<file path="config.mk">
export PLATFORM = sky130hd
export DESIGN_NAME = instr_fetch
export DESIGN_NICKNAME = d
export VERILOG_FILES = /design/src/rtl/mips_pkg.sv /design/src/rtl/next_pc_calc.sv /design/src/rtl/instr_fetch.sv
export SDC_FILE = /design/constraint.sdc
export NUM_CORES = 1
export LEC_CHECK = 0
export CAP_MARGIN = 20
export CORE_ASPECT_RATIO = 0.5
export CORE_MARGIN = 2
export CORE_UTILIZATION = 50
export CTS_CLUSTER_SIZE = 12
export DETAILED_ROUTE_END_ITERATION = 8
export GPL_TIMING_DRIVEN = 0
export PLACE_DENSITY = 0.93
export SKIP_LAST_GASP = 1
export SLEW_MARGIN = 20
export SYNTH_ARGS = -nofsm -noshare
export SYNTH_HDL_FRONTEND = slang
export SYNTH_SLANG_ARGS = --single-unit
</file>
<file path="constraint.sdc">
create_clock -name clock_in -period 7.7 [get_ports clock_in]
set_input_delay 0.77 -clock clock_in [delete_from_list [all_inputs] [get_ports clock_in]]
set_output_delay 0.77 -clock clock_in [all_outputs]
set_load 0.1 [all_outputs]
</file>
<file path="src/rtl/mips_pkg.sv">
// ---------------------------------------------------------------------------
// mips_pkg
//   Shared definitions for the instruction fetch stage and its helpers.
//   - fetch_state_t    : fetch FSM states (FETCH, WAIT_ACCEPT)
//   - OPCODE_W         : width of the primary opcode field instr[31:26]
//   - JUMP_TGT_W       : width of the J-type target field instr[25:0]
//   - RESET_PC_DEFAULT : default PC loaded by reset (word aligned)
// ---------------------------------------------------------------------------
package mips_pkg;

  localparam int          OPCODE_W         = 6;
  localparam int          JUMP_TGT_W       = 26;
  localparam logic [31:0] RESET_PC_DEFAULT = 32'h0000_0000;

  typedef enum logic [0:0] {
    FETCH       = 1'b0,
    WAIT_ACCEPT = 1'b1
  } fetch_state_t;

endpackage

</file>
<file path="src/rtl/next_pc_calc.sv">
// ---------------------------------------------------------------------------
// next_pc_calc
//   Combinational next-PC selection for the fetch stage.
//   Priority: jump > taken branch (branch & zero) > sequential (pc + 4).
//   All arithmetic is modulo 2^DATA_WIDTH.
// Ports
//   pc_plus4  in  DATA_WIDTH  pc + 4 of the retiring instruction
//   jump_tgt  in  JUMP_TGT_W  instr[25:0] of the retiring instruction
//   imm       in  DATA_WIDTH  sign-extended branch immediate (word offset)
//   branch    in  1           decoded beq
//   jump      in  1           decoded j
//   zero      in  1           ALU zero flag
//   next_pc   out DATA_WIDTH  address of the next instruction to fetch
// ---------------------------------------------------------------------------
module next_pc_calc
  import mips_pkg::*;
#(
  parameter int DATA_WIDTH = 32
) (
  input  logic [DATA_WIDTH-1:0] pc_plus4,
  input  logic [JUMP_TGT_W-1:0] jump_tgt,
  input  logic [DATA_WIDTH-1:0] imm,
  input  logic                  branch,
  input  logic                  jump,
  input  logic                  zero,
  output logic [DATA_WIDTH-1:0] next_pc
);

  always_comb begin
    // NOTE: assigning a default before any conditional keeps this block
    // purely combinational; a missing default on any path infers a latch.
    next_pc = pc_plus4;
    if (jump) begin
      // Jump stays inside the 256 MB region of the delay-slot address.
      next_pc = {pc_plus4[DATA_WIDTH-1 -: 4], jump_tgt, 2'b00};
    end else if (branch && zero) begin
      next_pc = pc_plus4 + (imm << 2);
    end
  end

endmodule

</file>
<file path="src/rtl/instr_fetch.sv">
// ---------------------------------------------------------------------------
// instr_fetch
//   Instruction fetch stage. Holds the PC, issues one read per instruction to
//   a variable-latency instruction memory, presents the returned word to the
//   control decoder and, when downstream accepts it, advances the PC using
//   the decoder's branch/jump decision and the ALU zero flag. Only one
//   instruction is in flight at any time.
//
// Optional feature (macro FETCH_PERF_EN):
//   adds fetch_count_out (accepted instructions) and wait_count_out (FETCH
//   cycles spent waiting for memory). Both clear on reset and wrap.
//
// Ports
//   clock_in         in   1   rising-edge clock
//   reset_in         in   1   synchronous active-high reset
//   imem_req_out     out  1   memory read request (forced low while reset_in)
//   imem_addr_out    out  32  request byte address (= pc)
//   imem_ready_in    in   1   memory data valid this cycle
//   imem_data_in     in   32  instruction word from memory
//   instr_out        out  32  latched instruction
//   opcode_out       out  6   instr_out[31:26]
//   pc_plus4_out     out  32  pc + 4 of the presented instruction
//   instr_valid_out  out  1   presented instruction is valid
//   instr_accept_in  in   1   downstream retires the presented instruction
//   branch_in        in   1   decoded beq (used on accept)
//   jump_in          in   1   decoded j (used on accept)
//   zero_in          in   1   ALU zero flag (used on accept)
//   branch_imm_in    in   32  sign-extended branch immediate
//   fetch_count_out  out  32  (FETCH_PERF_EN) accepted instruction count
//   wait_count_out   out  32  (FETCH_PERF_EN) memory wait cycle count
// ---------------------------------------------------------------------------
module instr_fetch
  import mips_pkg::*;
#(
  parameter int                    DATA_WIDTH = 32,
  parameter logic [DATA_WIDTH-1:0] RESET_PC   = RESET_PC_DEFAULT
) (
  input  logic                  clock_in,
  input  logic                  reset_in,
  output logic                  imem_req_out,
  output logic [DATA_WIDTH-1:0] imem_addr_out,
  input  logic                  imem_ready_in,
  input  logic [DATA_WIDTH-1:0] imem_data_in,
  output logic [DATA_WIDTH-1:0] instr_out,
  output logic [OPCODE_W-1:0]   opcode_out,
  output logic [DATA_WIDTH-1:0] pc_plus4_out,
  output logic                  instr_valid_out,
  input  logic                  instr_accept_in,
  input  logic                  branch_in,
  input  logic                  jump_in,
  input  logic                  zero_in,
`ifdef FETCH_PERF_EN
  input  logic [DATA_WIDTH-1:0] branch_imm_in,
  output logic [31:0]           fetch_count_out,
  output logic [31:0]           wait_count_out
`else
  input  logic [DATA_WIDTH-1:0] branch_imm_in
`endif
);

  fetch_state_t          state, state_next;
  logic [DATA_WIDTH-1:0] pc;
  logic [DATA_WIDTH-1:0] next_pc;
  logic                  fetch_done;  // memory returned the word this cycle
  logic                  retire;      // presented instruction accepted

  // ---- FSM state register --------------------------------------------------
  always_ff @(posedge clock_in) begin
    // NOTE: clocked state always uses non-blocking (<=) so every register
    // samples pre-edge values; blocking here would create ordering races.
    if (reset_in) state <= FETCH;
    else          state <= state_next;
  end

  // ---- FSM next-state and strobes -----------------------------------------
  always_comb begin
    state_next   = state;
    imem_req_out = 1'b0;
    fetch_done   = 1'b0;
    retire       = 1'b0;
    case (state)
      FETCH: begin
        // The request is masked during reset so a pending transaction is
        // abandoned in the same cycle reset is seen.
        imem_req_out = ~reset_in;
        if (imem_ready_in) begin
          fetch_done = 1'b1;
          state_next = WAIT_ACCEPT;
        end
      end
      WAIT_ACCEPT: begin
        if (instr_accept_in) begin
          retire     = 1'b1;
          state_next = FETCH;
        end
      end
      default: state_next = FETCH;
    endcase
  end

  // ---- PC register and instruction latch -----------------------------------
  always_ff @(posedge clock_in) begin
    if (reset_in) begin
      pc           <= RESET_PC;
      instr_out    <= '0;
      pc_plus4_out <= '0;
    end else begin
      if (fetch_done) begin
        instr_out    <= imem_data_in;
        pc_plus4_out <= pc + DATA_WIDTH'(4);
      end
      if (retire) begin
        pc <= next_pc;
      end
    end
  end

  next_pc_calc #(
    .DATA_WIDTH (DATA_WIDTH)
  ) u_next_pc_calc (
    .pc_plus4 (pc_plus4_out),
    .jump_tgt (instr_out[JUMP_TGT_W-1:0]),
    .imm      (branch_imm_in),
    .branch   (branch_in),
    .jump     (jump_in),
    .zero     (zero_in),
    .next_pc  (next_pc)
  );

  assign imem_addr_out   = pc;
  assign instr_valid_out = (state == WAIT_ACCEPT);
  assign opcode_out      = instr_out[DATA_WIDTH-1 -: OPCODE_W];

`ifdef FETCH_PERF_EN
  // ---- Performance counters ------------------------------------------------
  always_ff @(posedge clock_in) begin
    if (reset_in) begin
      fetch_count_out <= '0;
      wait_count_out  <= '0;
    end else begin
      if (retire) fetch_count_out <= fetch_count_out + 32'd1;
      if ((state == FETCH) && !imem_ready_in) wait_count_out <= wait_count_out + 32'd1;
    end
  end
`endif

endmodule

</file>
==> metrics.csv <==
stage,metric,value,unit
hold_path,holdCritStartpoint,instr_out[30],
logic_synthesis,synthArstFlopShare,0,
floorplan,die_height,81.5,um
floorplan,top_level_ports,175,
clock_tree,clockBufferDepth,2,
setup_path,ff2ff_path_depth,11,
routing,drt_wl_total,21800,um
clock_tree,cts.clk_slew.worst_paths,0.07,ns
logic_synthesis,yosysTopAreaCell,dfxtp_1,
layout,n_fill_cell,906,
hold_path,min_path_type,reg2reg,
setup_path,timing.rr.end,imem_addr_out[24],
layout,area_growth,37.5,%
clock_tree,htreeDepth,3,
routing,ant_nets,0,
routing,route.detailed.drc,0,
global_route,first_global_vias,6541,
clock_tree,cts_resized,0,
setup_path,path_class,in2out,
setup_path,cp_max_fo,10,
layout,seqCellArea,1940,um2
floorplan,rows,28,
logic_synthesis,syn_nets,884,
setup_path,end_kind,output port,
timing,min_period_over_period,0.529,
layout,multi_input_area,3800,um2
logic_synthesis,yosysTopAreaCellShare,0.323,
setup_path,worstPathRequired,6.93,ns
floorplan,core_area,11800,um2
timing,skew,0.00877,ns
setup_path,cp-start-kind,input port,
routing,drtPass1Iterations,7,
clock_tree,cts-root-buf,clkbuf_16,
timing,whs,0.474,ns
pwr,ir_drop,0.000131,V
routing,drt-initial-drc-count,798,
global_route,grt_overflow_total,0,
timing,worstMarginPinSlew,1.02,ns
timing,drv_slew,0,
timing,rsz0062_at_grt,false,
outcome,status,finished clean,
pwr,p_total,0.00163,W
logic_synthesis,yosys-top-cells-count,"153 x nand2_1, 97 x dfxtp_1, 91 x a21oi_1",
clock_tree,cts_tree,yes,
job,cap_violations,0,
placement,gp_congestion,0.950,
logic_synthesis,ys_seq_area_frac,0.323,
timing,setup_viol,0,
logic_synthesis,syn_area,6010,um2
routing,wl_per_cell,19.2,um
logic_synthesis,ys.flop_type,dfxtp_1,
logic_synthesis,ys_warn_count,0,
global_route,antenna_found_initial,0,
layout,n_antenna_cell,0,
clock_tree,numCtsBuffers,9,
clock_tree,clock-sinks,97,
global_route,grt_max_degree,16,
clock_tree,ctsHoldBuffers,0,
layout,fin_nets,1067,
logic_synthesis,netlist_instances,782,
logic_synthesis,synth_edf_count,0,
pwr,power.leakage,3.11,nW
hold_path,min_to,instr_out[30],
timing,hold_viol_final,0,
logic_synthesis,ys_ff_latch,97,
floorplan,floorplan.initialDensity,0.510,
setup_path,arrival,3.30,ns
setup_path,worstReg2RegStart,pc_plus4_out[2],
global_route,grt_pass1_wl,32800,um
placement,detailedPlacementHpwl,16300,um
floorplan,die-area,13000,um2
routing,vias,6969,
clock_tree,clk_latency,0.35,ns
logic_synthesis,yosys.cell_types.count,64,
layout,layout-drive-gt1-share,0.0474,
timing,slew_headroom,0.319,
timing,max_freq,245,MHz
timing,setup_tns,0,ns
logic_synthesis,yosysMostFrequentCell,nand2_1,
clock_tree,postCtsSetupRepairBufs,0,
floorplan,die_w,159,um
global_route,track_usage,0.317,
placement,port_buffers,172,
pwr,pwr_density_cell,197,nW/um2
hold_path,whs_path_depth,2,
timing,finalCriticalPeriod,4.07,ns
setup_path,rrSetupSlack,4.62,ns
logic_synthesis,yosys-top-cells-area,"dfxtp_1 32%, nand2_1 9.6%, a21oi_1 7.6%",
logic_synthesis,synth.avg_cell_area,7.68,um2
routing,vias_per_cell,6.14,
## where the power goes
group | internal, W | switching (W)
clock | 0.000293 | 0.000197
sequential | 0.000529 | 0.0000351
combinational | 0.000171 | 0.000403
total | 0.000993 | 0.000635
## worst max-delay path: stages
cell and delay (ns):
clkdlybuf4s50_1 0.54, clkbuf_1 0.44, clkbuf_1 0.46, nor2_1 0.10, clkdlybuf4s50_1 0.99
## layout make-up
cell class | instances | area share
well taps | 165 | 0.0250
repair buffers | 172 | 0.209
clock buffers | 11 | 0.0294
inverters | 6 | 0.00273
multi-input cells | 624 | 0.460
clock inverters | 5 | 0.00955
flip-flops and latches | 97 | 0.235
plain buffers | 55 | 0.0295
## cells in the final DEF (no fill, tap or decap), types with 11 or more instances in the layout
master and instances:
and3_1 13, nor2_1 60, a21o_1 20, dfxtp_1 97, clkbuf_1 44, o21ai_0 29
a211oi_1 28, nand3_1 23, xnor2_1 11, o211ai_1 11, xor2_1 30, ha_1 30
clkdlybuf4s50_1 172, a21oi_1 91, nand2_1 153, nor3_1 13
## per-layer routing
layer | vias up | part of all wire | global-route usage
met5 | - | 0 | 0
li1 | 3152 | - | -
met2 | 502 | 0.46 | 0.542
met4 | 0 | 0.034 | 0.142
met3 | 102 | 0.11 | 0.0879
met1 | 3213 | 0.39 | 0.384
## per-stage QoR
step	setup WS [ns]	cell area, um2	instances	utilization
floorplan	4.47	6010	782	-
global placement	3.72	7940	1119	0.674
detailed placement	3.71	7940	1119	0.674
CTS	3.70	8260	1135	0.701
global route	3.60	8260	1135	0.701
finish	3.63	8260	1135	0.701
## sequential cells by signal, summed over array words and instances (netlist names)
name / count
imem_addr_out: 32
instr_out: 32
pc_plus4_out: 32
instr_valid_out: 1
## how the worst max path moves through the flow
stage / start / end / slack [ns]
finish: reset_in / imem_req_out / 3.63
global route: reset_in / imem_req_out / 3.60
CTS: reset_in / imem_req_out / 3.70
detailed placement: reset_in / imem_req_out / 3.71
global placement: reset_in / imem_req_out / 3.72
floorplan: pc_plus4_out[2] / imem_addr_out[24] / 4.47
## logic make-up (layout without fill, tap and decap cells)
family	after synthesis	after routing	share of synthesized area
adders and majority gates	31	31	0.0658
AOI/OAI and AO/OA	243	243	0.272
xor gates and xnor gates	41	41	0.0598
buffers and inverters	61	249	0.0444
muxes	3	3	0.00500
and+or+nand+nor	306	306	0.229
DFF	97	97	0.323
(Power assumes the default switching activity.)
